[src/rtl/pkt_rx_pkg.sv]
// Shared types and constants for the receive-path packet framer.
// Latency: n/a (package only).
// Backpressure: n/a (package only).
//
// Contents: FSM state enum, default header bytes, counter widths and a
// small header-classification helper used by the framer.
package pkt_rx_pkg;

  // Framer states: hunting for a header, or counting data bits.
  typedef enum logic {
    HUNT = 1'b0,
    DATA = 1'b1
  } state_e;

  // Default header bytes; the framer takes them as parameters so a board
  // variant can re-key the protocol without touching the logic.
  localparam logic [7:0] HDR_A_DEF = 8'hA5;
  localparam logic [7:0] HDR_B_DEF = 8'hC3;

  // Byte counter covers up to 16 data bytes per packet.
  localparam int BYTE_CNT_W = 4;
  // Gap timer covers idle runs up to 65535 clocks.
  localparam int GAP_W      = 16;

  typedef logic [BYTE_CNT_W-1:0] byte_cnt_t;
  typedef logic [GAP_W-1:0]      gap_cnt_t;

  // Result of classifying one window of the shift register.
  typedef struct packed {
    logic hit;    // window holds one of the two header bytes
    logic is_b;   // 0: first header byte, 1: second header byte
  } hdr_match_t;

  // Header A is tested first so it wins when both keys are configured
  // to the same value.
  function automatic hdr_match_t hdr_classify(
    input logic [7:0] window,
    input logic [7:0] hdr_a,
    input logic [7:0] hdr_b
  );
    hdr_match_t m;
    m.hit  = 1'b0;
    m.is_b = 1'b0;
    if (window == hdr_a) begin
      m.hit  = 1'b1;
      m.is_b = 1'b0;
    end else if (window == hdr_b) begin
      m.hit  = 1'b1;
      m.is_b = 1'b1;
    end
    return m;
  endfunction

endpackage

[src/rtl/pkt_gap_timer.sv]
// Purpose: saturating idle-clock counter with clear and terminal-count pulse.
// Latency: tc is combinational from the count register and the current inputs.
// Backpressure: none; counts every enabled clock, holds at GAP_MAX.
//
// Ports:
//   clk    in   rising-edge clock
//   reset  in   synchronous active-high reset (count -> 0)
//   clr    in   clear count to 0 (wins over en)
//   en     in   count this clock
//   tc     out  high while count == GAP_MAX, en=1 and clr=0
//   cnt    out  current count
module pkt_gap_timer
  import pkt_rx_pkg::*;
#(
  parameter int unsigned GAP_MAX = 255
) (
  input  logic     clk,
  input  logic     reset,
  input  logic     clr,
  input  logic     en,
  output logic     tc,
  output gap_cnt_t cnt
);

  localparam gap_cnt_t MAX_C = gap_cnt_t'(GAP_MAX);

  gap_cnt_t cnt_q;
  gap_cnt_t cnt_d;

  always_comb begin
    cnt_d = cnt_q;
    if (clr) begin
      cnt_d = '0;
    end else if (en && (cnt_q != MAX_C)) begin
      cnt_d = cnt_q + gap_cnt_t'(1);
    end
  end

  always_ff @(posedge clk) begin
    if (reset) begin
      cnt_q <= '0;
    end else begin
      cnt_q <= cnt_d;
    end
  end

  // A clear arriving on the terminal cycle suppresses the pulse, so fresh
  // activity on the last allowed clock never reports a timeout.
  assign tc  = en && !clr && (cnt_q == MAX_C);
  assign cnt = cnt_q;

endmodule

[src/rtl/pkt_rx_ctrl.sv]
// Purpose: frames header-led packets out of an external serial-to-parallel shift register.
// Latency: bit_valid at t -> match/count at t+1 -> registered outputs visible at t+2.
// Backpressure: none; the shift register never stalls and bytes are strobed unconditionally.
//
// Ports:
//   clk            in   rising-edge clock
//   reset          in   synchronous active-high reset, highest priority
//   bit_valid      in   serial bit on the shift register input this cycle
//   parallel_data  in   [7:0] shift register output
//   shift_ena      out  shift enable, equal to bit_valid (only combinational path)
//   byte_strobe    out  one-cycle pulse, byte_out/byte_idx valid
//   byte_out       out  [7:0] captured data byte
//   byte_idx       out  [3:0] position of byte_out inside the packet
//   hdr_type       out  0: header A packet, 1: header B packet (held)
//   pkt_done       out  one-cycle pulse alongside the last byte_strobe
//   pkt_err        out  one-cycle pulse when an inter-bit gap times out
//   busy           out  high while framing data bytes
module pkt_rx_ctrl
  import pkt_rx_pkg::*;
#(
  parameter logic [7:0]  HDR_A   = HDR_A_DEF,
  parameter logic [7:0]  HDR_B   = HDR_B_DEF,
  parameter int unsigned NBYTES  = 4,
  parameter int unsigned GAP_MAX = 255
) (
  input  logic       clk,
  input  logic       reset,
  input  logic       bit_valid,
  input  logic [7:0] parallel_data,
  output logic       shift_ena,
  output logic       byte_strobe,
  output logic [7:0] byte_out,
  output logic [3:0] byte_idx,
  output logic       hdr_type,
  output logic       pkt_done,
  output logic       pkt_err,
  output logic       busy
);

  localparam byte_cnt_t LAST_BYTE = byte_cnt_t'(NBYTES - 1);

  // The shift register updates on the same edge that registers bit_valid,
  // so ena_q marks the first cycle the new bit is visible on parallel_data.
  logic       ena_q;

  state_e     state_q,       state_d;
  logic [2:0] bit_cnt_q,     bit_cnt_d;
  byte_cnt_t  byte_cnt_q,    byte_cnt_d;
  logic [7:0] byte_out_q,    byte_out_d;
  byte_cnt_t  byte_idx_q,    byte_idx_d;
  logic       hdr_type_q,    hdr_type_d;
  logic       byte_strobe_q, byte_strobe_d;
  logic       pkt_done_q,    pkt_done_d;
  logic       pkt_err_q,     pkt_err_d;

  logic       gap_clr;
  logic       gap_tc;
  gap_cnt_t   gap_cnt;
  hdr_match_t hdr_m;

  assign shift_ena = bit_valid;

  // Idle clocks only matter inside a packet; any fresh bit restarts the run.
  assign gap_clr = (state_q == HUNT) || ena_q;

  pkt_gap_timer #(
    .GAP_MAX (GAP_MAX)
  ) u_gap_timer (
    .clk   (clk),
    .reset (reset),
    .clr   (gap_clr),
    .en    (1'b1),
    .tc    (gap_tc),
    .cnt   (gap_cnt)
  );

  assign hdr_m = hdr_classify(parallel_data, HDR_A, HDR_B);

  always_comb begin
    state_d       = state_q;
    bit_cnt_d     = bit_cnt_q;
    byte_cnt_d    = byte_cnt_q;
    byte_out_d    = byte_out_q;
    byte_idx_d    = byte_idx_q;
    hdr_type_d    = hdr_type_q;
    byte_strobe_d = 1'b0;
    pkt_done_d    = 1'b0;
    pkt_err_d     = 1'b0;

    case (state_q)
      HUNT: begin
        // Sliding-window search: every new bit re-tests the full byte.
        if (ena_q && hdr_m.hit) begin
          state_d    = DATA;
          bit_cnt_d  = 3'd0;
          byte_cnt_d = '0;
          hdr_type_d = hdr_m.is_b;
        end
      end

      DATA: begin
        if (ena_q) begin
          // Header bytes are ordinary payload here; only bit position counts.
          bit_cnt_d = bit_cnt_q + 3'd1;
          if (bit_cnt_q == 3'd7) begin
            byte_out_d    = parallel_data;
            byte_idx_d    = byte_cnt_q;
            byte_strobe_d = 1'b1;
            byte_cnt_d    = byte_cnt_q + byte_cnt_t'(1);
            if (byte_cnt_q == LAST_BYTE) begin
              // Search resumes from the next bit; the window still holds
              // this byte but HUNT only takes effect next clock.
              pkt_done_d = 1'b1;
              state_d    = HUNT;
            end
          end
        end else if (gap_tc) begin
          // Partial byte is dropped without a strobe.
          pkt_err_d = 1'b1;
          state_d   = HUNT;
        end
      end

      default: begin
        state_d = HUNT;
      end
    endcase
  end

  always_ff @(posedge clk) begin
    if (reset) begin
      ena_q         <= 1'b0;
      state_q       <= HUNT;
      bit_cnt_q     <= 3'd0;
      byte_cnt_q    <= '0;
      byte_out_q    <= 8'h00;
      byte_idx_q    <= '0;
      hdr_type_q    <= 1'b0;
      byte_strobe_q <= 1'b0;
      pkt_done_q    <= 1'b0;
      pkt_err_q     <= 1'b0;
    end else begin
      ena_q         <= bit_valid;
      state_q       <= state_d;
      bit_cnt_q     <= bit_cnt_d;
      byte_cnt_q    <= byte_cnt_d;
      byte_out_q    <= byte_out_d;
      byte_idx_q    <= byte_idx_d;
      hdr_type_q    <= hdr_type_d;
      byte_strobe_q <= byte_strobe_d;
      pkt_done_q    <= pkt_done_d;
      pkt_err_q     <= pkt_err_d;
    end
  end

  assign byte_strobe = byte_strobe_q;
  assign byte_out    = byte_out_q;
  assign byte_idx    = byte_idx_q;
  assign hdr_type    = hdr_type_q;
  assign pkt_done    = pkt_done_q;
  assign pkt_err     = pkt_err_q;
  assign busy        = (state_q == DATA);

endmodule

[config.mk]
export PLATFORM = sky130hd
export DESIGN_NAME = pkt_rx_ctrl
export DESIGN_NICKNAME = d
export VERILOG_FILES = /design/src/rtl/pkt_rx_pkg.sv /design/src/rtl/pkt_gap_timer.sv /design/src/rtl/pkt_rx_ctrl.sv
export SDC_FILE = /design/constraint.sdc
export NUM_CORES = 1
export LEC_CHECK = 0
export BUFFER_PORTS_ARGS = -buffer_cell sky130_fd_sc_hd__buf_2
export CAP_MARGIN = 20
export CORE_MARGIN = 4
export CORE_UTILIZATION = 55
export CTS_CLUSTER_SIZE = 10
export DETAILED_ROUTE_END_ITERATION = 10
export GPL_TIMING_DRIVEN = 0
export PLACE_DENSITY = 0.86
export SYNTH_ARGS = -nofsm -noshare
export SYNTH_HDL_FRONTEND = slang
export SYNTH_SLANG_ARGS = --single-unit
[constraint.sdc]
create_clock -name clk -period 2.4 [get_ports clk]
set_clock_uncertainty 0.2 [all_clocks]
set_input_delay 0.72 -clock clk [delete_from_list [all_inputs] [get_ports clk]]
set_output_delay 0.72 -clock clk [all_outputs]
set_load 0.01 [all_outputs]
# After elaboration in Yosys (flattened, before gate mapping)
# Index checks and enable logic that the tools add are counted.
classes:
  n_addsub: 3
  magnitude_cmp: 0
  n_mux: 18
  n_eq_ne: 9
  n_reduce_logical: 12
  shifts: 0
  mul: 0
  n_div: 0
  bitwise: 3
ops:
  columns: ["operator", "count"]
  rows:
  - ["$add 16x1->16 const B", 1]
  - ["$eq 16x8->1 const B", 1]
  - ["$eq 8x8->1 const B", 2]
  - ["$ne 16x8->1 const B", 1]
  - ["$mux 4", 3]
  - ["$mux 1", 8]
  - ["$pmux 4 s2", 1]
  - ["$mux 3", 2]
  - ["$pmux 3 s2", 1]
  - ["$reduce_and 3->1", 2]
  - ["$reduce_or 3->1", 2]
  - ["$add 4x1->4 const B", 1]
  - ["$eq 4x2->1 const B", 1]
  - ["$mux 2", 2]
  - ["$ne 2x1->1 const B", 2]
  - ["$reduce_and 2->1", 2]
  - ["$reduce_or 4->1", 1]
  - ["$add 3x1->3 const B", 1]
  - ["$eq 3x3->1 const B", 1]
  - ["$not 1->1", 3]
  - ["$logic_and 1x1->1", 2]
  - ["$ne 2x2->1 const B", 1]
  - ["$pmux 1 s2", 1]
  - ["$reduce_or 2->1", 1]
  - ["2 further kinds", 2]
totals:
  reg_bits: 41
  output_inout_bits: 18
  n_memories: 0
  ram_bits: 0
  in_bits: 11
  romBits: 0
  latchBits: 0

# Logic depth before layout (Yosys ltp)
depth:
  ltp_word: 7
  depth_mapped: 7
  depth_no_buf: 6

# Cells and area by module
# Synthesis repeated with hierarchy kept, for this count alone.
unflattened:
  cells_unflattened: 216
  area_unflattened_um2: 1933.1
modules_own_cells:
  columns: ["module", "cells_per_inst", "instances", "seq_area_each_um2", "area_each_um2"]
  rows:
  - ["pkt_rx_ctrl", 116, 1, 500.5, 1059.8]
  - ["pkt_gap_timer", 100, 1, 320.3, 873.3]

# Least setup slack after synthesis
# Ideal clock, no wire load.
synth_timing:
  path_type: "in2reg"
  start: "in reset"
  end: "reg u_gap_timer.cnt_q[4] (netlist: u_gap_timer.cnt[4])"
  path_slack_ns: 0.291
  stages: 5
  arrival_ns: 1.850
  n_path_buf: 2
  required_time_ns: 2.141
  path_cell_list: "buf_2 or3b_1 clkbuf_1 or4_1 nand2_1"
synth_via:
  elab_chain_cells: 1
synth_lines:
  columns: ["element", "line", "text"]
  rows:
  - ["from (decl)", "pkt_rx_ctrl.sv:27", "input logic reset,"]
  - ["$reduce_or 2->1 (no line)", null, null]
  - ["to (signal assigned)", "pkt_gap_timer.sv:43", "cnt_q <= cnt_d;"]
  - ["to (decl)", "pkt_gap_timer.sv:27", "gap_cnt_t cnt_q;"]
# No other way between the ends.
# A chain may end at the register's enable or synchronous reset.

# Final worst setup path
layout_timing:
  start: "reg bit_cnt_q[0]"
  end: "reg byte_out_q[3] (netlist: byte_out[3])"
layout_via:
  elab_chain_cells: 2
layout_lines:
  columns: ["element", "line", "text"]
  rows:
  - ["from (decl)", "pkt_rx_ctrl.sv:47", "logic [2:0] bit_cnt_q, bit_cnt_d;"]
  - ["from (signal assigned)", "pkt_rx_ctrl.sv:145", "bit_cnt_q <= bit_cnt_d;"]
  - ["$eq 3x3->1", "pkt_rx_ctrl.sv:105", "if (bit_cnt_q == 3'd7) begin"]
  - ["$reduce_and 3->1 (no line)", null, null]
  - ["to (signal assigned)", "pkt_rx_ctrl.sv:147", "byte_out_q <= byte_out_d;"]
  - ["to (decl)", "pkt_rx_ctrl.sv:49", "logic [7:0] byte_out_q, byte_out_d;"]
# No other way between the ends.

==> PnR_summary.wiki <==
{| class="wikitable"
! Metric !! Value
|-
| Family with the most delay on the worst path || buffers and inverters
|-
| Maximum vdd ir drop || 0.461 mV
|-
| Mapped Area || between 1500 and 2000 um^2
|-
| Cells after Synth || 203
|-
| Worst setup slack for register-to-register paths || 390 ps
|-
| Clock-pin slew reported for the worst setup and hold paths after clock tree synthesis || between 100 and 150 ps
|-
| CP Data Required Time || about 2500 ps
|-
| Area of all placed cells without fillers || 2000 um^2
|-
| Aggregate global-route resource usage || about a fifth
|-
| Slowest Stage Delay on Critical Path || 370 ps
|-
| Final Max Tran Viols || 0
|-
| Buffer count from post-CTS setup fixing || 0
|-
| Number of distinct library cells after synthesis || 38
|-
| Post-synthesis sequential area ratio || 46.7%
|-
| Transition time at the pin with the least slew margin || slightly above 600 ps
|-
| TritonCTS clock tree || yes
|-
| Detailed Routing Iterations Pass 1 || 4
|-
| Clock latency on the worst-skew pair || approximately 360 ps
|-
| Cell depth of the worst hold path || 2
|-
| Clock sink total || 41
|-
| Max Buffers Root-to-Sink || 2
|-
| Endpoint kind of the worst setup timing path || flop
|-
| H-tree lvl count || 2
|-
| Peak Freq || 498 MHz
|-
| DRT antenna net count || 0
|-
| Fraction of the cycle the final worst path needs || 83.7%
|-
| Effective utilization at floorplan || 57.6%
|-
| Min Tclk post-route || between 2000 and 2500 ps
|-
| Via density per instance || 5.67
|-
| Leakage component of the power || 0.763 nW
|-
| Number of warnings issued by yosys || 0
|-
| Gr ovfl total || 0
|-
| Type of the worst setup path || flop to flop
|-
| Post-layout net count || 252
|-
| Sum of negative setup slack || 0 ps
|-
| Met2 demand-to-capacity share in global routing || roughly a third
|-
| Largest net degree at the start of global routing || 14
|-
| Global-route wire length before repair || 6480 um
|-
| Instance area at placement || between 1500 and 2000 um^2
|-
| DRC violation count after routing || 0
|-
| FF-to-FF End || byte_out[3]
|-
| Area of the die || 4160 um^2
|-
| DIE HEIGHT || 64.5 um
|-
| Library cell used as clock root buffer || sky130_fd_sc_hd__clkbuf_4
|-
| Total of max-cap violations || 0
|-
| Crit-path cells || ha_1 > ha_1 > and3_1 > clkbuf_1 > clkbuf_1 > nand2_1 > a21oi_1
|-
| Diode count || 0
|-
| Number of hold-slack violations in the final timing report || 0
|-
| Antenna violations before repair || 0
|-
| Power per cell area || approximately 530 nW/um^2
|-
| Count of cells resized by post-cts repair || 0
|-
| Routing usage on met1 || between 20% and 30%
|-
| Detail Placement HPWL || 2610 um
|-
| Floorplan core area || 3050 um^2
|-
| Vias || 1598
|-
| Count of final setup violators || 0
|-
| Register bit count reported by yosys || 41
|-
| Normalized max-slew margin || around 59%
|-
| Mapped Nets || 218
|-
| CP arrival || 2110 ps
|-
| I/O pin cnt || 29
|-
| Worst R2R Path Depth || 7
|-
| Met3 track demand over resource in global routing || 6.93%
|-
| Biggest fanout along the worst timing path || 10
|-
| RD Place Congestion || 0.776
|-
| DRC marker count from the first detailed-route iteration || 108
|-
| Worst hold path startpoint || byte_out[4]
|-
| Gr busiest metal || met2
|-
| Launching point of the worst reg2reg path || bit_cnt_q[0]
|-
| Area grow syn2layout || 14.0%
|-
| RSZ-0062 raised after global routing || no
|-
| Fraction of layout instances using a drive strength above 1 || between 10% and 20%
|-
| Vias in the first global route || approximately 1500
|-
| CP max stage cell || sky130_fd_sc_hd__dfxtp_1
|-
| Floorplan row count || 20
|-
| Status || complete, no violations
|-
| Port Buffer Count || 27
|-
| Crit path buf inv count || 2
|-
| Wire length after detailed routing || 3630 um
|-
| Nature of the critical path startpoint || flop
|-
| Width of the chip || ~65 um
|-
| Cts bufs inserted || 5
|-
| Wire length per cell after detailed routing || 12.9 um
|-
| Hold Crit Endpoint || byte_out[4]
|-
| Class of the tightest hold or removal check || flop to flop
|-
| Hold buffer count at CTS || 0
|-
| Hold slack || 259 ps
|-
| Mean post-synth cell area || 8.66 um^2
|}
-- layout make-up --
| class | instances | area (um^2) |
|---|---|---|
| multi-input cells | 148 | 855 |
| inverters | 1 | 3.75 |
| repair buffers | 27 | 135 |
| fillers | 297 | 1050 |
| clock buffers | 5 | 37.5 |
| clock inverters | 3 | 17.5 |
| plain buffers | 13 | 78.8 |
| flip-flops and latches | 41 | 821 |
| well taps | 44 | 55.1 |
-- flip-flops by register name, summed over array words and instances (netlist names), 3 cells and up --
signal           flops
byte_out             8
byte_cnt_q           4
byte_idx             4
u_gap_timer.cnt     16
bit_cnt_q            3
-- through the flow --
step / worst slack [ps] / total power, mW / instances / utilization (%)
final: 391 / 1.06 / 282 / 65.6
after global routing: 264 / 1.10 / 282 / 65.6
after CTS: 384 / 1.07 / 282 / 65.6
after detailed placement: 176 / 0.726 / 274 / 63.8
after global placement: 142 / 0.725 / 274 / 63.8
after floorplan: 291 / 0.711 / 203 / -
-- cells by family (layout without fill, tap and decap cells) --
family	count (synthesis)	after routing	share of synthesized area, %
xor gates and xnor gates	5	5	2.49
and+or+nand+nor	95	95	27.9
adders and majority gates	4	4	2.85
DFF	41	41	46.7
AOI/OAI and AO/OA	41	41	13.7
buffers and inverters	14	49	4.70
muxes	3	3	1.71
-- cell usage after synthesis --
cell type,n,area share [%]
sky130_fd_sc_hd__o311ai_0,1,0.50
sky130_fd_sc_hd__and4_4,1,0.64
sky130_fd_sc_hd__nand2b_1,3,1.1
sky130_fd_sc_hd__nor4_1,2,0.71
sky130_fd_sc_hd__nor2_1,12,2.6
sky130_fd_sc_hd__or2_2,1,0.36
sky130_fd_sc_hd__and4_1,3,1.5
sky130_fd_sc_hd__buf_4,1,0.43
sky130_fd_sc_hd__o31ai_1,3,1.3
sky130_fd_sc_hd__nor2b_1,1,0.36
sky130_fd_sc_hd__xnor2_1,2,1.0
sky130_fd_sc_hd__xor2_1,3,1.5
sky130_fd_sc_hd__o21ai_0,3,0.85
sky130_fd_sc_hd__or3b_1,1,0.50
sky130_fd_sc_hd__ha_1,4,2.8
sky130_fd_sc_hd__a311oi_1,2,1.0
sky130_fd_sc_hd__or3_1,2,0.71
sky130_fd_sc_hd__o211ai_1,2,0.85
sky130_fd_sc_hd__a21oi_1,26,7.4
sky130_fd_sc_hd__inv_1,1,0.21
sky130_fd_sc_hd__buf_2,3,0.85
sky130_fd_sc_hd__and3_1,3,1.1
sky130_fd_sc_hd__o2111ai_1,1,0.50
sky130_fd_sc_hd__nor4bb_1,2,1.1
sky130_fd_sc_hd__nor4b_1,1,0.50
sky130_fd_sc_hd__mux2i_1,3,1.7
sky130_fd_sc_hd__nor3b_1,2,0.85
sky130_fd_sc_hd__a211oi_1,1,0.43
sky130_fd_sc_hd__nand3_1,13,3.7
sky130_fd_sc_hd__nand4_1,5,1.8
sky130_fd_sc_hd__and2_1,3,1.1
sky130_fd_sc_hd__buf_6,3,1.9
sky130_fd_sc_hd__nand2_1,36,7.7
sky130_fd_sc_hd__a31oi_1,1,0.36
sky130_fd_sc_hd__o41ai_1,1,0.50
sky130_fd_sc_hd__clkbuf_1,6,1.3
sky130_fd_sc_hd__or4_1,4,1.7
sky130_fd_sc_hd__dfxtp_1,41,47
-- cells in the final DEF (no fill, tap or decap), drive strengths merged, types with 4 or more instances in the layout --
cell type	count
a21oi	26
and4	4
buf	34
clkbuf	11
dfxtp	41
ha	4
nand2	36
nand3	13
nand4	5
nor2	12
or4	4
-- how the worst max path moves through the flow --
stage                     start                 end  depth (start not counted)
3_5_place_dp              reset  u_gap_timer.cnt[4]                          5
3_3_place_gp   parallel_data[3]       byte_cnt_q[2]                          5
6_report           bit_cnt_q[0]         byte_out[3]                          7
5_1_grt            bit_cnt_q[0]         byte_out[3]                          7
4_1_cts            bit_cnt_q[0]         byte_out[3]                          7
2_1_floorplan             reset  u_gap_timer.cnt[4]                          5
-- metal layers --
metal | routed length, um | vias to the layer above
met2 | 1800 | 48
li1 | - | 794
met3 | 237 | 8
met4 | 69 | 0
met5 | 0 | -
met1 | 1530 | 748
-- where the power goes --
| part | leakage [nW] | switching, mW | internal [mW] |
|---|---|---|---|
| sequential | 0.330 | 0.000464 | 0.681 |
| clock | 0.0310 | 0.237 | 0.110 |
| combinational | 0.402 | 0.0169 | 0.0125 |
| total | 0.763 | 0.255 | 0.804 |
-- worst min-delay path, cell delays in order (launching register included) --
cell                      delay [ps]
sky130_fd_sc_hd__dfxtp_1         330
sky130_fd_sc_hd__nand2_1          50
sky130_fd_sc_hd__a21oi_1          50
Note: power is estimated with default switching activity, not from simulation.
